## src/rtl/wb_writer.sv

```systemverilog
// Register-file write-port driver: merges the ALU and a load FIFO, drops x0 writes, kills stale loads.
// Optional WB_KILL_STATS_EN adds a saturating count of popped killed loads.
module wb_writer #(
   parameter int DEPTH = 4,
   parameter int AW    = 2
) (
   input  logic          clk,
   input  logic          reset,
   input  logic          alu_valid,
   input  logic [4:0]    alu_rd,
   input  logic [31:0]   alu_data,
   input  logic          ld_valid,
   output logic          ld_ready,
   input  logic [4:0]    ld_rd,
   input  logic [31:0]   ld_data,
   output logic [4:0]    rd,
   output logic [31:0]   data,
   output logic          writeEnable,
   output logic [31:0]   pending_mask,
   output logic [AW:0]   fifo_count
`ifdef WB_KILL_STATS_EN
   ,
   output logic [15:0]   kill_count
`endif
);

   logic [4:0]       ent_rd   [DEPTH];
   logic [31:0]      ent_data [DEPTH];
   logic [DEPTH-1:0] ent_live;
   logic [AW-1:0]    wr_ptr;
   logic [AW-1:0]    rd_ptr;
   logic [AW:0]      count;
   logic             alu_wr;
   logic             push;
   logic             pop;
   logic             push_live;

   assign alu_wr     = alu_valid && (alu_rd != 5'd0);
   assign ld_ready   = (count != (AW+1)'(DEPTH));
   assign push       = ld_valid && ld_ready;
   assign pop        = !alu_valid && (count != '0);
   // A load arriving with a same-register ALU result is the older write, so it is born dead.
   assign push_live  = (ld_rd != 5'd0) && !(alu_valid && (alu_rd == ld_rd));
   assign fifo_count = count;

   always_ff @(posedge clk) begin
      if (push) begin
         ent_rd[wr_ptr]   <= ld_rd;
         ent_data[wr_ptr] <= ld_data;
      end
   end

   // Live bits double as occupancy for the mask, so a popped slot is cleared as it leaves.
   always_ff @(posedge clk) begin
      if (!reset) begin
         ent_live <= '0;
      end else begin
         for (int i = 0; i < DEPTH; i++) begin
            if (alu_wr && (ent_rd[i] == alu_rd))
               ent_live[i] <= 1'b0;
         end
         if (pop)
            ent_live[rd_ptr] <= 1'b0;
         if (push)
            ent_live[wr_ptr] <= push_live;
      end
   end

   always_ff @(posedge clk) begin
      if (!reset) begin
         wr_ptr <= '0;
         rd_ptr <= '0;
         count  <= '0;
      end else begin
         if (push)
            wr_ptr <= wr_ptr + 1'b1;
         if (pop)
            rd_ptr <= rd_ptr + 1'b1;
         if (push && !pop)
            count <= count + 1'b1;
         else if (pop && !push)
            count <= count - 1'b1;
      end
   end

   // ALU always wins the port; the FIFO head drains only on cycles with no ALU result.
   always_ff @(posedge clk) begin
      if (!reset) begin
         rd          <= 5'd0;
         data        <= 32'd0;
         writeEnable <= 1'b0;
      end else if (alu_wr) begin
         rd          <= alu_rd;
         data        <= alu_data;
         writeEnable <= 1'b1;
      end else if (pop) begin
         rd          <= ent_rd[rd_ptr];
         data        <= ent_data[rd_ptr];
         writeEnable <= ent_live[rd_ptr];
      end else begin
         writeEnable <= 1'b0;
      end
   end

   always_comb begin
      pending_mask = '0;
      for (int i = 0; i < DEPTH; i++) begin
         if (ent_live[i])
            pending_mask[ent_rd[i]] = 1'b1;
      end
      pending_mask[0] = 1'b0;
   end

`ifdef WB_KILL_STATS_EN
   // Only loads killed by a younger ALU write count; x0 loads were never real writes.
   always_ff @(posedge clk) begin
      if (!reset)
         kill_count <= 16'd0;
      else if (pop && !ent_live[rd_ptr] && (ent_rd[rd_ptr] != 5'd0) && (kill_count != 16'hFFFF))
         kill_count <= kill_count + 16'd1;
   end
`endif

endmodule

```

## config.mk

```make
export PLATFORM = sky130hd
export DESIGN_NAME = wb_writer
export DESIGN_NICKNAME = d
export VERILOG_FILES = /design/src/rtl/wb_writer.sv
export SDC_FILE = /design/constraint.sdc
export NUM_CORES = 1
export LEC_CHECK = 0
export CORE_ASPECT_RATIO = 0.7
export CORE_MARGIN = 2
export CORE_UTILIZATION = 40
export DETAILED_ROUTE_END_ITERATION = 12
export GPL_TIMING_DRIVEN = 0
export SLEW_MARGIN = 20
export SYNTH_ARGS = -nofsm -noshare
export SYNTH_HDL_FRONTEND = slang
export SYNTH_SLANG_ARGS = --single-unit
```

## constraint.sdc

```tcl
create_clock -name clk -period 3.5 [get_ports clk]
set_clock_uncertainty 0.15 [all_clocks]
set_input_delay 0.7 -clock clk [delete_from_list [all_inputs] [get_ports clk]]
set_output_delay 0.7 -clock clk [all_outputs]
set_load 0.05 [all_outputs]
```

==> results of run 1 <==
through the flow:
stage / utilization / setup slack, ns / std cells
6_report: 0.525 / 0.00916 / 1145
5_1_grt: 0.524 / -0.0172 / 1144
4_1_cts: 0.526 / 0.0330 / 1149
3_5_place_dp: 0.498 / -0.315 / 1123
3_3_place_gp: 0.494 / -0.217 / 1119
2_1_floorplan: - / 0.343 / 692
cell families (layout without fill, tap and decap cells):
group / after synthesis / count (layout) / share of synthesized area
buffers and inverters: 78 / 248 / 0.0380
AND/OR/NAND/NOR: 184 / 184 / 0.103
multiplexers: 40 / 40 / 0.0970
XOR/XNOR: 29 / 29 / 0.0281
other: 1 / 2 / 0.000416
flip-flops: 199 / 199 / 0.606
AO/OA/AOI/OAI: 151 / 151 / 0.113
adder cells (fa/ha/maj): 10 / 10 / 0.0147
flip-flops by register name, summed over array words and instances (netlist names), named ones only:
register	count
rd_ptr	2
ent_live	4
ent_rd	20
rd	5
wr_ptr	2
ent_data	128
fifo_count	3
data	32
writeEnable	1
cell usage in the layout, fill, tap and decap left out, types with 9 or more instances in the layout:
cell / netlist / layout
xor2_1: 14 / 14
a31oi_1: 34 / 34
or3b_2: 9 / 9
mux4_2: 38 / 38
buf_2: 9 / 9
clkdlybuf4s50_1: 0 / 115
edfxtp_1: 148 / 148
nor2_1: 22 / 21
a221o_1: 17 / 17
nand3_1: 15 / 15
o221ai_1: 10 / 10
clkbuf_1: 43 / 33
clkbuf_16: 0 / 17
a22oi_1: 11 / 11
inv_1: 16 / 12
o22ai_1: 22 / 22
dlygate4sd2_1: 0 / 21
dfxtp_1: 51 / 51
xnor2_1: 15 / 15
a21oi_1: 10 / 10
ha_1: 9 / 9
o21ai_0: 34 / 34
nand2_1: 87 / 87
nand3b_1: 10 / 10
Yosys cell counts (2+ instances only):
master / instances / area [µm²]
dfxtp_1: 51 / 1020
inv_1: 16 / 60.1
mux2i_1: 2 / 20.0
a31oi_1: 34 / 213
buf_2: 9 / 45.0
buf_6: 2 / 22.5
or3_1: 3 / 18.8
o2111ai_1: 4 / 35.0
o221ai_1: 10 / 87.6
xor2_1: 14 / 123
xnor2_1: 15 / 131
nor4_1: 5 / 31.3
nand3_1: 15 / 75.1
and3b_1: 7 / 61.3
o21ai_1: 3 / 15.0
nor3b_1: 10 / 75.1
ha_1: 9 / 113
clkbuf_1: 43 / 161
o21ai_0: 34 / 170
nand3b_1: 10 / 75.1
buf_4: 6 / 45.0
nor3_1: 3 / 15.0
a22oi_1: 11 / 82.6
mux4_2: 38 / 856
o22ai_1: 22 / 138
a21oi_1: 10 / 50.1
a221o_1: 17 / 170
o211ai_1: 3 / 22.5
nand2_1: 87 / 327
or3b_2: 9 / 78.8
and3_1: 5 / 31.3
edfxtp_1: 148 / 4440
nor2_1: 22 / 82.6
or2_2: 4 / 25.0
worst min-delay path by stage:
stage,start,to,slack (ns),depth (start not counted)
floorplan,wr_ptr[1],wr_ptr[1],0.33,2
global placement,rd[2],rd[2],0.32,2
detailed placement,data[7],data[7],0.32,2
CTS,rd[2],rd[2],0.34,2
global route,data[11],data[11],0.35,2
finish,rd[2],rd[2],0.33,2
routing by layer:
metal	share of wire	GRT usage
met1	0.45	0.311
met2	0.45	0.343
met3	0.085	0.0621
met4	0.013	0.0565
met5	0.0011	0
cell type report:
| type | instances | area [µm²] | area share |
|---|---|---|---|
| Timing Repair Buffer | 149 | 1490 | 0.130 |
| Sequential cell | 199 | 5470 | 0.476 |
| Clock inverter | 14 | 185 | 0.0161 |
| Tap cell | 282 | 353 | 0.0307 |
| Antenna cell | 1 | 2.50 | 0.000218 |
| Clock buffer | 18 | 429 | 0.0374 |
| Inverter | 17 | 63.8 | 0.00555 |
| Multi-Input combinational cell | 415 | 3260 | 0.284 |
| Buffer | 50 | 238 | 0.0207 |
timing repair:
action / in CTS / in global routing
pin swaps: 0 / 0
gates resized for setup: 45 / 9
endpoints found under the hold margin: 0 / 0
gates cloned: 0 / 0
setup endpoints to repair: 31 / 11
worst max-delay path, stage by stage (launching register included):
cell and delay, ns:
edfxtp_1 0.32, clkbuf_1 0.40, nand2_1 0.13, nor2_1 0.51, a22oi_1 0.16, o221ai_1 0.12, dlygate4sd2_1 0.56
report_power, final:
part / total, W / leakage, nW / internal, W / switching [W]
logic: 0.00205 / 1.80 / 0.000824 / 0.00122
registers: 0.00302 / 1.78 / 0.00284 / 0.000178
clock network: 0.00201 / 0.298 / 0.000989 / 0.00102
==> out/qor.yml, run 1 <==
cts_tree: "yes"
cellPowerDensity_nw_per_um2: 616
critPathRequiredTime_ns: 2.65
antenna_found_initial: 4
dieWidth_um: 184
grt_usage: 0.222
holdWs_ns: 0.331
firstDrtPassIters: 7
r2r_slack_ns: 0.59
via_per_inst: 5.80
max_freq_mhz: 286
initial_utilization: 0.412
antenna_left: 0
grt_pass1_wl_mm: 38.8
max-cap-violations: 0
rsz0062_at_grt: "true"
cp.arrival_ns: 2.64
cts-root-buf: "clkbuf_16"
vias: 6646
status: "finished clean"
finalHoldViolations: 0
slew_headroom: 0.513
worstSetupPathType: "register to output port"
cts.path.max_buffers: 2
drt_iter0_markers: 539
grt_pass1_vias: 6542
grt_max_degree: 28
drive_above_1_share: 0.147
critPathMaxFanout: 9
min_path_type: "register to register"
syn_to_final_growth_pct: 27.3
ff2ff_path_depth: 9
setup_viol: 0
htree_levels: 4
cts_setup_buffers: 0
cp-endpoint: "pending_mask[6]"
dieHeight_um: 130
ys.flop_type: "edfxtp_1"
place_area_um2: 10900
grt_remaining_overflow: 0
avgSynthCellArea_um2: 13.0
num-nets-final: 937
rr_startpoint: "fifo_count[0]"
hpwl_mm: 18.3
wl_mm: 25.9
p_leak_nw: 3.88
r2r_end: "fifo_count[2]"
start_kind: "register"
numCtsBuffers: 17
io_pins: 152
fp.coreArea_um2: 21900
hold_buffers: 0
ys_seq_area_frac: 0.606
clkSlewWorstSetupHoldPaths_ns: 0.08
drc: 0
worst_pin_slew_ns: 0.730
wl_per_cell_um: 22.6
layout_min_cycle_time_ns: 3.49
synth_fp_nets: 780
ys_warn_count: 0
power_w: 0.00708
syn_area_um2: 9020
fin_setup_tns_ns: 0
synth_cells: 692
yosysUniqueCellTypes: 45
clk_latency_ns: 0.44
die-area_um2: 23800
startpoint: "ent_rd[1][1]"
cts_sinks: 199
rows: 45
synth-seq-cells: 199
drv_slew: 0
min_period_over_period: 0.997
port_buffers: 145
synth_edf_count: 148
synthArstFlopShare: 0
ir_drop_v: 0.000309
gp_congestion: 0.828
design_area_um2: 11500
num-fill-cells: 1846
end_kind: "output port"
Note: power is estimated with default switching activity, not from simulation.
==> run 2: changes to the inputs <==
--- a/config.mk
+++ b/config.mk
@@ -7,9 +7,10 @@
 export LEC_CHECK = 0
 export CORE_ASPECT_RATIO = 0.7
 export CORE_MARGIN = 2
-export CORE_UTILIZATION = 40
+export CORE_UTILIZATION = 53
 export DETAILED_ROUTE_END_ITERATION = 12
 export GPL_TIMING_DRIVEN = 0
+export PLACE_DENSITY = 0.8
 export SLEW_MARGIN = 20
 export SYNTH_ARGS = -nofsm -noshare
 export SYNTH_HDL_FRONTEND = slang
==> constraint.sdc (replaced) <==
create_clock -name clk -period 3.4 [get_ports clk]
set_clock_uncertainty 0.15 [all_clocks]
set_input_delay 0.68 -clock clk [delete_from_list [all_inputs] [get_ports clk]]
set_output_delay 0.68 -clock clk [all_outputs]
set_load 0.05 [all_outputs]
==> run 2 against run 1 <==
- first-iteration DRC count rose by 29%
- largest power group unchanged
- sequential power rose by 2%
- hold slack barely moved
- critical path depth fell by 2
- largest cell class unchanged
- critical path type unchanged
==> out/qor.yml, run 2 (synthesis results as in run 1) <==
worst_path_dominant_cell_family: "simple AND/OR/NAND/NOR gates"
slew_headroom: 0.535
max_stage_delay_ns: 0.66
worst_pin_slew_ns: 0.698
cts-root-buf: "clkbuf_16"
place_area_um2: 10800
fin_util: 0.687
critPathBufInv: 1
cts.path.max_buffers: 2
holdWs_ns: 0.331
mostFrequentLayoutCell: "edfxtp_1"
cp_slowest_cell: "or3b_2"
antenna_found_initial: 2
max_freq_mhz: 297
drv_slew: 0
gp_congestion: 0.872
crit_chain: "or3b_2 -> o22ai_1 -> a221o_1 -> clkdlybuf4s15_1"
setup_viol: 0
numCtsBuffers: 17
dieWidth_um: 160
top_register: "ent_data"
start_kind: "register"
hold_buffers: 0
grt_pass1_wl_mm: 38.7
worstSetupPathType: "register to output port"
num-nets-final: 939
post-place-cells: 1066
syn_to_final_growth_pct: 25.5
num-fill-cells: 1154
drt_iter0_markers: 698
critPathRequiredTime_ns: 2.57
cellPowerDensity_nw_per_um2: 631
min_period_over_period: 0.991
grt_pass1_vias: 6874
drive_above_1_share: 0.150
layout_common_cells: "edfxtp_1 (148), clkdlybuf4s50_1 (114), nand2_1 (87)"
power_w: 0.00715
grt_usage: 0.284
drc: 0
cts_sinks: 199
finalHoldViolations: 0
grt_max_degree: 31
wl_per_cell_um: 23.0
cp.arrival_ns: 2.54
wl_mm: 25.1
clkSlewWorstSetupHoldPaths_ns: 0.07
firstDrtPassIters: 7
die-area_um2: 18100
min_path_type: "register to register"
via_per_inst: 6.27
io_pins: 152
layout_min_cycle_time_ns: 3.37
htree_levels: 4
vias: 6831
design_area_um2: 11300
port_buffers: 145
largest_reg_flops: 128
rows: 39
final_cell_count_no_fill: 1090
fp.coreArea_um2: 16500
critPathMaxFanout: 10
initial_utilization: 0.547
clk_latency_ns: 0.43
rsz0062_at_grt: "true"
reg_top3: "ent_data x128, data x32, ent_rd x20"
max-cap-violations: 0
hpwl_mm: 16.9
cts_setup_buffers: 0
status: "finished clean"
antenna_left: 0
ir_drop_v: 0.000448
grt_remaining_overflow: 0
cts_tree: "yes"
end_kind: "output port"
dieHeight_um: 113
p_leak_nw: 3.83
[run 2: cell type report]
type	instances	area, µm²	area share
inverter	17	63.8	0.00563
sequential	199	5470	0.482
multi-input combinational	415	3250	0.287
tap	225	282	0.0248
timing repair buffer	149	1460	0.129
clock inverter	11	118	0.0104
buffer	52	245	0.0216
antenna	1	2.50	0.000221
clock buffer	21	440	0.0389
[run 2: routing by layer]
layer,track usage,up-vias,wire (µm)
met5,0,-,13
met1,0.380,3354,10100
li1,-,2983,-
met4,0.100,2,543
met2,0.453,442,11700
met3,0.0781,50,2740
[run 2: metrics by stage]
step | TNS [ns] | setup slack [ns]
after global placement | -0.219 | -0.219
final | 0 | 0.0322
after CTS | -0.200 | -0.200
after floorplan | 0 | 0.243
after global routing | -0.0784 | -0.0368
after detailed placement | -0.446 | -0.347
[run 2: worst paths after layout]
kind,start,to,slack [ns],cells past startpoint
max,ent_rd[2][0],pending_mask[12],0.03,4
min,data[15],data[15],0.33,2
max reg2reg,fifo_count[0],fifo_count[2],0.44,9
min reg2reg,data[15],data[15],0.33,2
[run 2: worst reg2reg max path: stages (launching register included)]
cell,delay [ns]
dfxtp_1,0.37
nor3_1,0.49
nor2_1,0.20
clkinv_1,0.35
ha_1,0.27
inv_1,0.07
fa_1,0.38
xor2_1,0.15
or3_1,0.32
a21oi_1,0.15
[run 2: timing repair]
item	in CTS	in global routing
resized for setup	43	29
endpoints found under the hold margin	0	0
endpoints found under the setup margin	31	28
[run 2: where the power goes]
part           internal [W]  switching, W  leakage (nW)  total (W)
Clock               0.00103      0.000905         0.264    0.00193
Sequential          0.00293      0.000165          1.78    0.00309
Combinational      0.000851       0.00127          1.78    0.00213
==> run 3: changes to the inputs <==
--- a/config.mk
+++ b/config.mk
@@ -5,7 +5,6 @@
 export SDC_FILE = /design/constraint.sdc
 export NUM_CORES = 1
 export LEC_CHECK = 0
-export CORE_ASPECT_RATIO = 0.7
 export CORE_MARGIN = 2
 export CORE_UTILIZATION = 53
 export DETAILED_ROUTE_END_ITERATION = 12
==> run 3 against run 2 <==
- count of clock-buffer cells in the layout shrank 3
- critical endpoint is now pending_mask[27]
- largest power group unchanged
- clock power barely moved
- first-iteration DRC count grew 16%
- highest routed layer unchanged
- combinational power barely moved
==> out/qor.yml, run 3 (synthesis results as in run 1) <==
status: "finished clean"
design_area_um2: 11400
top_register: "ent_data"
cts-root-buf: "clkbuf_16"
layout_common_cells: "edfxtp_1 (148), clkdlybuf4s50_1 (114), nand2_1 (87)"
hold_buffers: 0
wl_per_cell_um: 23.3
critPathRequiredTime_ns: 2.57
critPathBufInv: 3
num-fill-cells: 1183
antenna_found_initial: 2
pre_cts_slack_ns: -0.253
port_buffers: 145
cp_slowest_cell: "dlygate4sd2_1"
initial_utilization: 0.542
numCtsBuffers: 17
ir_drop_v: 0.000529
cp_common_cell: "clkbuf_1"
grt_usage: 0.288
io_pins: 152
mostFrequentLayoutCell: "edfxtp_1"
multi_input_area_um2: 3240
num-nets-final: 940
worst_pin_slew_ns: 0.792
dieHeight_um: 134
drc: 0
finalHoldViolations: 0
clk_latency_ns: 0.44
grt_pass1_vias: 6975
layout_min_cycle_time_ns: 3.35
cts.path.max_buffers: 2
dieWidth_um: 134
drt_iter0_markers: 813
place_area_um2: 10800
end_kind: "output port"
via_per_inst: 6.31
cts_sinks: 199
worst_path_dominant_cell_family: "buffers and inverters"
drive_above_1_share: 0.156
p_leak_nw: 3.83
rsz0062_at_grt: "true"
max_freq_mhz: 299
setup_viol: 0
grt_remaining_overflow: 0
fp.coreArea_um2: 16600
firstDrtPassIters: 5
cts_tree: "yes"
wl_mm: 25.4
cellPowerDensity_nw_per_um2: 633
max-cap-violations: 0
holdWs_ns: 0.320
largest_reg_flops: 128
max_stage_delay_ns: 0.52
worstSetupPathType: "register to output port"
power_w: 0.00719
gp_congestion: 0.907
min_period_over_period: 0.985
grt_pass1_wl_mm: 39.2
reg_top3: "ent_data x128, data x32, ent_rd x20"
critPathMaxFanout: 10
die-area_um2: 18100
cp.arrival_ns: 2.52
setup_ws_ns: 0.0500
antenna_left: 0
htree_levels: 4
crit_chain: "clkbuf_1 -> and3_1 -> clkbuf_1 -> a221o_1 -> dlygate4sd2_1"
vias: 6857
regArea_um2: 5470
grt_max_degree: 30
clkSlewWorstSetupHoldPaths_ns: 0.07
rows: 47
hpwl_mm: 17.4
drv_slew: 0
start_kind: "register"
slew_headroom: 0.472
syn_to_final_growth_pct: 25.8
min_path_type: "register to register"
fin_setup_tns_ns: 0
[run 3: metal layers]
layer	track usage	wire length [µm]	vias to the layer above
met1	0.382	9860	3321
met4	0.115	862	2
met5	0	13	-
met3	0.0724	2510	79
li1	-	-	2986
met2	0.459	12100	469
[run 3: layout make-up]
| class | instances | share of cell area |
|---|---|---|
| repair buffers | 149 | 0.129 |
| plain buffers | 53 | 0.0219 |
| flip-flops and latches | 199 | 0.481 |
| multi-input cells | 415 | 0.285 |
| clock buffers | 18 | 0.0378 |
| clock inverters | 14 | 0.0140 |
| inverters | 17 | 0.00562 |
| diodes | 1 | 0.000220 |
| well taps | 220 | 0.0243 |
[run 3: worst reg2reg max path, cell delays in order, from the launching register on]
cell and delay (ns):
dfxtp_1 0.37, nor3_1 0.46, nor2_1 0.17, clkinv_1 0.18, clkbuf_1 0.46, ha_1 0.28
inv_1 0.06, fa_1 0.37, xor2_1 0.15, or3_1 0.32, a21oi_1 0.14
[run 3: final timing paths]
| check | from | to | slack [ns] | cells past startpoint |
|---|---|---|---|---|
| setup / recovery | ent_rd[0][1] | pending_mask[27] | 0.05 | 5 |
| hold / removal | rd[2] | rd[2] | 0.32 | 2 |
| setup reg to reg | fifo_count[0] | fifo_count[2] | 0.22 | 10 |
| hold reg to reg | rd[2] | rd[2] | 0.32 | 2 |
[run 3: power breakdown]
group | switching [W] | internal (W) | total, W
Sequential | 0.000162 | 0.00293 | 0.00309
Clock | 0.000965 | 0.000985 | 0.00195
Combinational | 0.00129 | 0.000857 | 0.00215
Total | 0.00242 | 0.00477 | 0.00719
[run 3: repair_timing]
| item | CTS | global route |
|---|---|---|
| setup endpoints to repair | 31 | 25 |
| setup buffers | 0 | 0 |
| resized for setup | 46 | 30 |
[run 3: stage by stage]
step,utilization,cells
detailed placement,0.652,1061
CTS,0.686,1091
finish,0.682,1086
global route,0.682,1086
global placement,0.646,1057
floorplan,-,692
